### src/rtl/vram_arbiter.sv
`default_nettype none
// ============================================================================
// Module   : vram_arbiter
// Purpose  : Single-port video RAM arbiter between the chroni text/font fetch
//            path and the CPU. Video always owns the slot it asks for and sees
//            a fixed 2-cycle read latency. The CPU uses a req/ack handshake
//            with a 1-entry posted write buffer. CPU reads use free slots only.
// Ports    : vga_clk, reset           - clock, async active-high reset
//            vid_req/vid_addr         - video read request
//            vid_data/vid_valid       - video read result (2 cycles later)
//            cpu_req/we/addr/wdata    - CPU request, held until cpu_ack
//            cpu_ack/cpu_rdata        - CPU completion pulse and read data
//            mem_addr/we/wdata        - registered RAM command
//            mem_rdata                - RAM read data (1 cycle after address)
// Revision : 1.0 - initial release
// ============================================================================
module vram_arbiter #(
    parameter int ADDR_W = 11,
    parameter int DATA_W = 8
) (
    input  logic              vga_clk,
    input  logic              reset,
    input  logic              vid_req,
    input  logic [ADDR_W-1:0] vid_addr,
    output logic [DATA_W-1:0] vid_data,
    output logic              vid_valid,
    input  logic              cpu_req,
    input  logic              cpu_we,
    input  logic [ADDR_W-1:0] cpu_addr,
    input  logic [DATA_W-1:0] cpu_wdata,
    output logic              cpu_ack,
    output logic [DATA_W-1:0] cpu_rdata,
    output logic [ADDR_W-1:0] mem_addr,
    output logic              mem_we,
    output logic [DATA_W-1:0] mem_wdata,
    input  logic [DATA_W-1:0] mem_rdata
);

    typedef enum logic [2:0] {
        ST_IDLE    = 3'd0,
        ST_RD_WAIT = 3'd1,
        ST_RD_P1   = 3'd2,
        ST_RD_P2   = 3'd3,
        ST_ACK     = 3'd4
    } state_t;

    state_t              r_state;
    state_t              w_state_nxt;

    logic                r_vid_p1;
    logic                r_wbuf_valid;
    logic [ADDR_W-1:0]   r_wbuf_addr;
    logic [DATA_W-1:0]   r_wbuf_data;

    logic                w_slot_free;
    logic                w_drain;
    logic                w_rd_issue;
    logic                w_wr_capture;

    // Video owns any cycle it requests; the buffered write drains next,
    // and a CPU read only issues once neither of those needs the slot.
    // Draining before any read keeps CPU accesses in program order.
    assign w_slot_free = !vid_req && !r_wbuf_valid;
    assign w_drain     = !vid_req &&  r_wbuf_valid;

    assign vid_data = mem_rdata;
    assign cpu_ack  = (r_state == ST_ACK);

    always_comb begin
        w_state_nxt  = r_state;
        w_rd_issue   = 1'b0;
        w_wr_capture = 1'b0;
        case (r_state)
            ST_IDLE: begin
                if (cpu_req) begin
                    if (cpu_we) begin
                        // A full buffer simply holds the request in IDLE
                        // until the drain frees the entry.
                        if (!r_wbuf_valid) begin
                            w_wr_capture = 1'b1;
                            w_state_nxt  = ST_ACK;
                        end
                    end else if (w_slot_free) begin
                        w_rd_issue  = 1'b1;
                        w_state_nxt = ST_RD_P1;
                    end else begin
                        w_state_nxt = ST_RD_WAIT;
                    end
                end
            end
            ST_RD_WAIT: begin
                if (w_slot_free) begin
                    w_rd_issue  = 1'b1;
                    w_state_nxt = ST_RD_P1;
                end
            end
            ST_RD_P1: w_state_nxt = ST_RD_P2;
            ST_RD_P2: w_state_nxt = ST_ACK;
            ST_ACK:   w_state_nxt = ST_IDLE;
            default:  w_state_nxt = ST_IDLE;
        endcase
    end

    always_ff @(posedge vga_clk or posedge reset) begin
        if (reset) begin
            r_state <= ST_IDLE;
        end else begin
            r_state <= w_state_nxt;
        end
    end

    always_ff @(posedge vga_clk or posedge reset) begin
        if (reset) begin
            r_vid_p1     <= 1'b0;
            vid_valid    <= 1'b0;
            r_wbuf_valid <= 1'b0;
            r_wbuf_addr  <= '0;
            r_wbuf_data  <= '0;
            mem_addr     <= '0;
            mem_we       <= 1'b0;
            mem_wdata    <= '0;
            cpu_rdata    <= '0;
        end else begin
            // Two-stage tracker: address cycle, then RAM data cycle.
            r_vid_p1  <= vid_req;
            vid_valid <= r_vid_p1;

            // Idle slots leave mem_addr untouched.
            if (vid_req) begin
                mem_addr <= vid_addr;
            end else if (w_drain) begin
                mem_addr  <= r_wbuf_addr;
                mem_wdata <= r_wbuf_data;
            end else if (w_rd_issue) begin
                mem_addr <= cpu_addr;
            end
            mem_we <= w_drain;

            // Capture and drain are mutually exclusive: capture needs an
            // empty buffer, drain needs a full one.
            if (w_wr_capture) begin
                r_wbuf_valid <= 1'b1;
                r_wbuf_addr  <= cpu_addr;
                r_wbuf_data  <= cpu_wdata;
            end else if (w_drain) begin
                r_wbuf_valid <= 1'b0;
            end

            // RAM data for the address issued two cycles back lands here.
            if (r_state == ST_RD_P2) begin
                cpu_rdata <= mem_rdata;
            end
        end
    end

endmodule
`default_nettype wire

### config.mk
export PLATFORM = sky130hd
export DESIGN_NAME = vram_arbiter
export DESIGN_NICKNAME = d
export VERILOG_FILES = /design/src/rtl/vram_arbiter.sv
export SDC_FILE = /design/constraint.sdc
export NUM_CORES = 1
export LEC_CHECK = 0
export ABC_AREA = 1
export CORE_MARGIN = 3
export CORE_UTILIZATION = 47
export CTS_BUF_LIST = sky130_fd_sc_hd__clkbuf_4
export DETAILED_ROUTE_END_ITERATION = 8
export PLACE_DENSITY = 0.9
export SLEW_MARGIN = 5
export SYNTH_ARGS = -nofsm -noshare
export SYNTH_HDL_FRONTEND = slang
export SYNTH_SLANG_ARGS = --single-unit
### constraint.sdc
create_clock -name vga_clk -period 1.9 [get_ports vga_clk]
set_input_delay 0.19 -clock vga_clk [delete_from_list [all_inputs] [get_ports vga_clk]]
set_output_delay 0.19 -clock vga_clk [all_outputs]
set_load 0.05 [all_outputs]
# Word level (Yosys, flattened, before mapping)

Cells that the tools add are included.
Widths: inputs -> output; s select.

Equality and inequality tests: 7
Multiplexer cells: 19
Bitwise operators: 1
Reductions and logical operators: 9

Operators by type and width:

| cell               | number |
|---|---|
| $mux 11            | 3 |
| $mux 3             | 4 |
| $pmux 3 s4         | 1 |
| $mux 1             | 9 |
| $eq 3x2->1 const B | 2 |
| $ne 2x2->1 const B | 2 |
| $eq 3x1->1 const B | 1 |
| $eq 3x3->1 const B | 1 |
| $logic_not 3->1    | 1 |
| $ne 3x3->1 const B | 1 |
| $reduce_and 3->1   | 1 |
| $reduce_bool 3->1  | 1 |
| $logic_and 1x1->1  | 2 |
| $logic_not 1->1    | 2 |
| $mux 2             | 1 |
| $pmux 1 s2         | 1 |
| $reduce_and 2->1   | 1 |
| $reduce_bool 2->1  | 1 |
| $not 1->1          | 1 |

Register bits after elaboration: 53
Input port bits: 43

# Longest topological paths before layout

Word-level depth: 9
Mapped depth: 8

# Least setup slack after synthesis

OpenSTA, ideal clock, no wires.

Path type: reg-to-output
Start point: register r_state[0]
End point: output port cpu_ack
Arrival time: 1.540 ns
Required time: 1.710 ns
Setup slack: 0.170 ns
Cell stages (with the launch flop): 2
Path buffers: 0
Cells stage by stage: dfrtp_1 nor3_1

Word-level cells in the longest chain between the ends: 1

RTL lines:

| element                  | RTL line | source |
|---|---|---|
| start: declaration       | 47       | `state_t r_state;` |
| start signal: assignment | 108      | `r_state <= w_state_nxt;` |
| $eq 3x3->1               | 67       | `assign cpu_ack = (r_state == ST_ACK);` |
| end: declaration         | 31       | `output logic cpu_ack,` |

No other way between the ends.

# Worst setup path in the final report

Start point: register mem_addr[4]
End point: output port mem_addr[4]

RTL lines:

| element                  | RTL line | source |
|---|---|---|
| start: declaration       | 33       | `output logic [ADDR_W-1:0] mem_addr,` |
| start signal: assignment | 130      | `mem_addr <= vid_addr;` |
| start signal: assignment | 132      | `mem_addr <= r_wbuf_addr;` |
| start signal: assignment | 135      | `mem_addr <= cpu_addr;` |

No word-level cell between the ends.

==> results.toml <==
[critical_path]
required_ps = 1710
crit_family = "buffers and inverters"
cp-start-kind = "register"
path_max_fanout = 2
worst-r2r-cell-count = 6
slowest_stage = "clkdlybuf4s50_1"
crit_cells = 1
crit_type = "reg -> out"
path_cells = "clkdlybuf4s50_1"
end_kind = "output port"
rrSetupSlack_ps = 440
cp.arrival_ps = 1580
worst_path_largest_cell_delay_ps = 820
cp_num_buf_inv = 1

[layout]
antennaDiodeCount = 0
final_core_util_pct = 67.4
syn_to_final_growth_pct = 35.9
fin_area_sq_um = 3220
nFillCells = 379
num-nets-final = 407
layout-drive-gt1-share_pct = 8.22

[place]
io_buffers = 80
post-place-ws_ps = 236
dpl.hpwl_mm = 4.12
placed_area_sq_um = 3170
gp_congestion = 0.975

[hold_path]
min_path_type = "in -> async"

[synthesis]
syn_inst = 288
synth-seq-cells = 53
seq_area_frac_synth_pct = 55.9
synth_area_sq_um = 2370
ys_types = 19
syn-num-nets = 331
syn_area_per_cell_sq_um = 8.24
yosys_warnings = 0

[global_routing]
grt_antenna_before_repair = 0
grtUsageTotal_pct = 19.5
grt_pass1_wl_mm = 9.29
overflow = 0
grt_pass1_vias = 1979
grt_max_degree = 54

[sta]
rsz0062_at_grt = "no"
tightest_slew_ps = 528
report.final.slew_viol_count = 0
period_share_pct = 93.1
setup_viol = 0
clock.fmax_ghz = 0.565
hold_ws_ps = 159
fin_crit_ps = 1770
setup_tns_ps = 0
fin_ws_ps = 131
fin_worst_skew_ps = 4.94
slew_headroom_pct = 64.7
final-hold-violation-count = 0

[drt]
wire_per_inst_um = 12.7
drcViolationCount = 0
vias = 2073
dr.pass1.iters = 4
routed_wl_mm = 5.48
vias_per_cell = 4.80
antenna_left = 0
initialDrtViolationCount = 124

[pwr]
clkPwrFrac_pct = 9.1
power_switching_mw = 2.45
ir_drop_uv = 973
seq_power_share_pct = 37.4
p_per_area_nw_per_um2 = 1590
power_leakage_nw = 1.62
swShare_pct = 47.9
p_comb_share_pct = 53.4
p_int_mw = 2.66

[clocking]
cts_made_buffers = 5
cts_hold_buf = 0
cts_buffer_depth = 2
clk_pin_slew_ps = 140
cts_tree = "done"
cts_htree_levels = 2
cts.sinks = 53
post_cts_buffers = 0
cts_root_buf = "clkbuf_4"
cts_resized = 0
clkLatencyLatePin_ps = 360

[floorplanning]
fp.dieH_um = 77.0
coreArea_sq_um = 4790
die_w_um = 77.0
io_pins = 81
fp.dieArea_sq_um = 5940
initial_utilization_pct = 49.6
num_rows = 25

[flow_run]
max_cap_violations = 0

[outcome]
status = "complete, no violations"
cells by family (layout without fill, tap and decap cells):
| family | after synthesis | after routing | synth area share, % |
|---|---|---|---|
| simple gates | 158 | 158 | 27.4 |
| flops | 53 | 53 | 55.9 |
| buf+inv | 47 | 124 | 10.0 |
| compound gates | 30 | 30 | 6.65 |
synth_stat cells (all sizes together):
master | n | area (sq um)
nand2 | 121 | 457
dfrtp | 53 | 1330
inv | 28 | 105
o21ai | 27 | 139
nand3 | 26 | 130
buf | 18 | 129
nor2 | 9 | 52.6
a21oi | 3 | 18.8
clkbuf | 1 | 3.75
nand4 | 1 | 6.26
nor3 | 1 | 5.00
final timing paths:
path,start,to
setup / recovery,mem_addr[4]$_DFFE_PP0P_,mem_addr[4]
hold / removal,reset,r_wbuf_data[3]$_DFFE_PP0P_
setup reg to reg,r_state[0]$_DFFE_PP0P_,r_wbuf_data[2]$_DFFE_PP0P_
hold reg to reg,r_vid_p1$_DFF_PP0_,vid_valid$_DFF_PP0_
max in group asynchronous,reset,r_vid_p1$_DFF_PP0_
min in group vga_clk,cpu_wdata[4],r_wbuf_data[4]$_DFFE_PP0P_
routing by layer:
metal / vias to the layer above / GRT usage [%] / share of wire [%]
li1: 1036 / - / -
met1: 940 / 25.3 / 43
met2: 89 / 31.0 / 48
met3: 8 / 6.34 / 7.9
met4: 0 / 6.41 / 1.4
met5: - / 0 / 0
power by group through the flow:
| stage | sequential [mW] | combinational, mW | clock [mW] |
|---|---|---|---|
| 2_1_floorplan | 2.86 | 0.895 | 0 |
| 6_report | 1.91 | 2.73 | 0.468 |
| 3_3_place_gp | 1.91 | 2.70 | 0 |
| 3_5_place_dp | 1.93 | 2.75 | 0 |
| 4_1_cts | 1.91 | 2.76 | 0.481 |
| 5_1_grt | 1.97 | 2.95 | 0.523 |
layout by cell type, fill, tap and decap left out, types with 2 or more instances in the layout:
cell type	Yosys	routed
nand2_1	120	120
clkdlybuf4s50_1	0	71
dfrtp_1	53	53
inv_1	27	26
nand3_1	26	26
o21ai_0	26	26
buf_4	8	16
nor2_1	7	7
clkbuf_4	0	5
a21oi_1	2	2
inv_2	1	2
clkinv_1	0	2
stage by stage:
stage	total power, mW	std cells
floorplan	3.76	288
global placement	4.61	424
detailed placement	4.68	424
CTS	5.15	432
global route	5.44	432
finish	5.11	432
cell type report:
type	instances	area, sq um	area share [%]
flip-flops and latches	53	1330	41.1
repair buffers	88	851	26.4
multi-input cells	188	808	25.1
inverters	28	105	3.26
well taps	67	83.8	2.60
clock buffers	5	37.5	1.16
clock inverters	3	12.5	0.388
sequential cells by signal, indices dropped and copies added (netlist names):
| name | flops |
|---|---|
| mem_wdata | 8 |
| cpu_rdata | 8 |
| r_wbuf_data | 8 |
| vid_valid | 1 |
| r_wbuf_valid | 1 |
| r_wbuf_addr | 11 |
| mem_addr | 11 |
| mem_we | 1 |
| r_state | 3 |
| r_vid_p1 | 1 |
No activity file was read; power rests on OpenSTA's default activity.
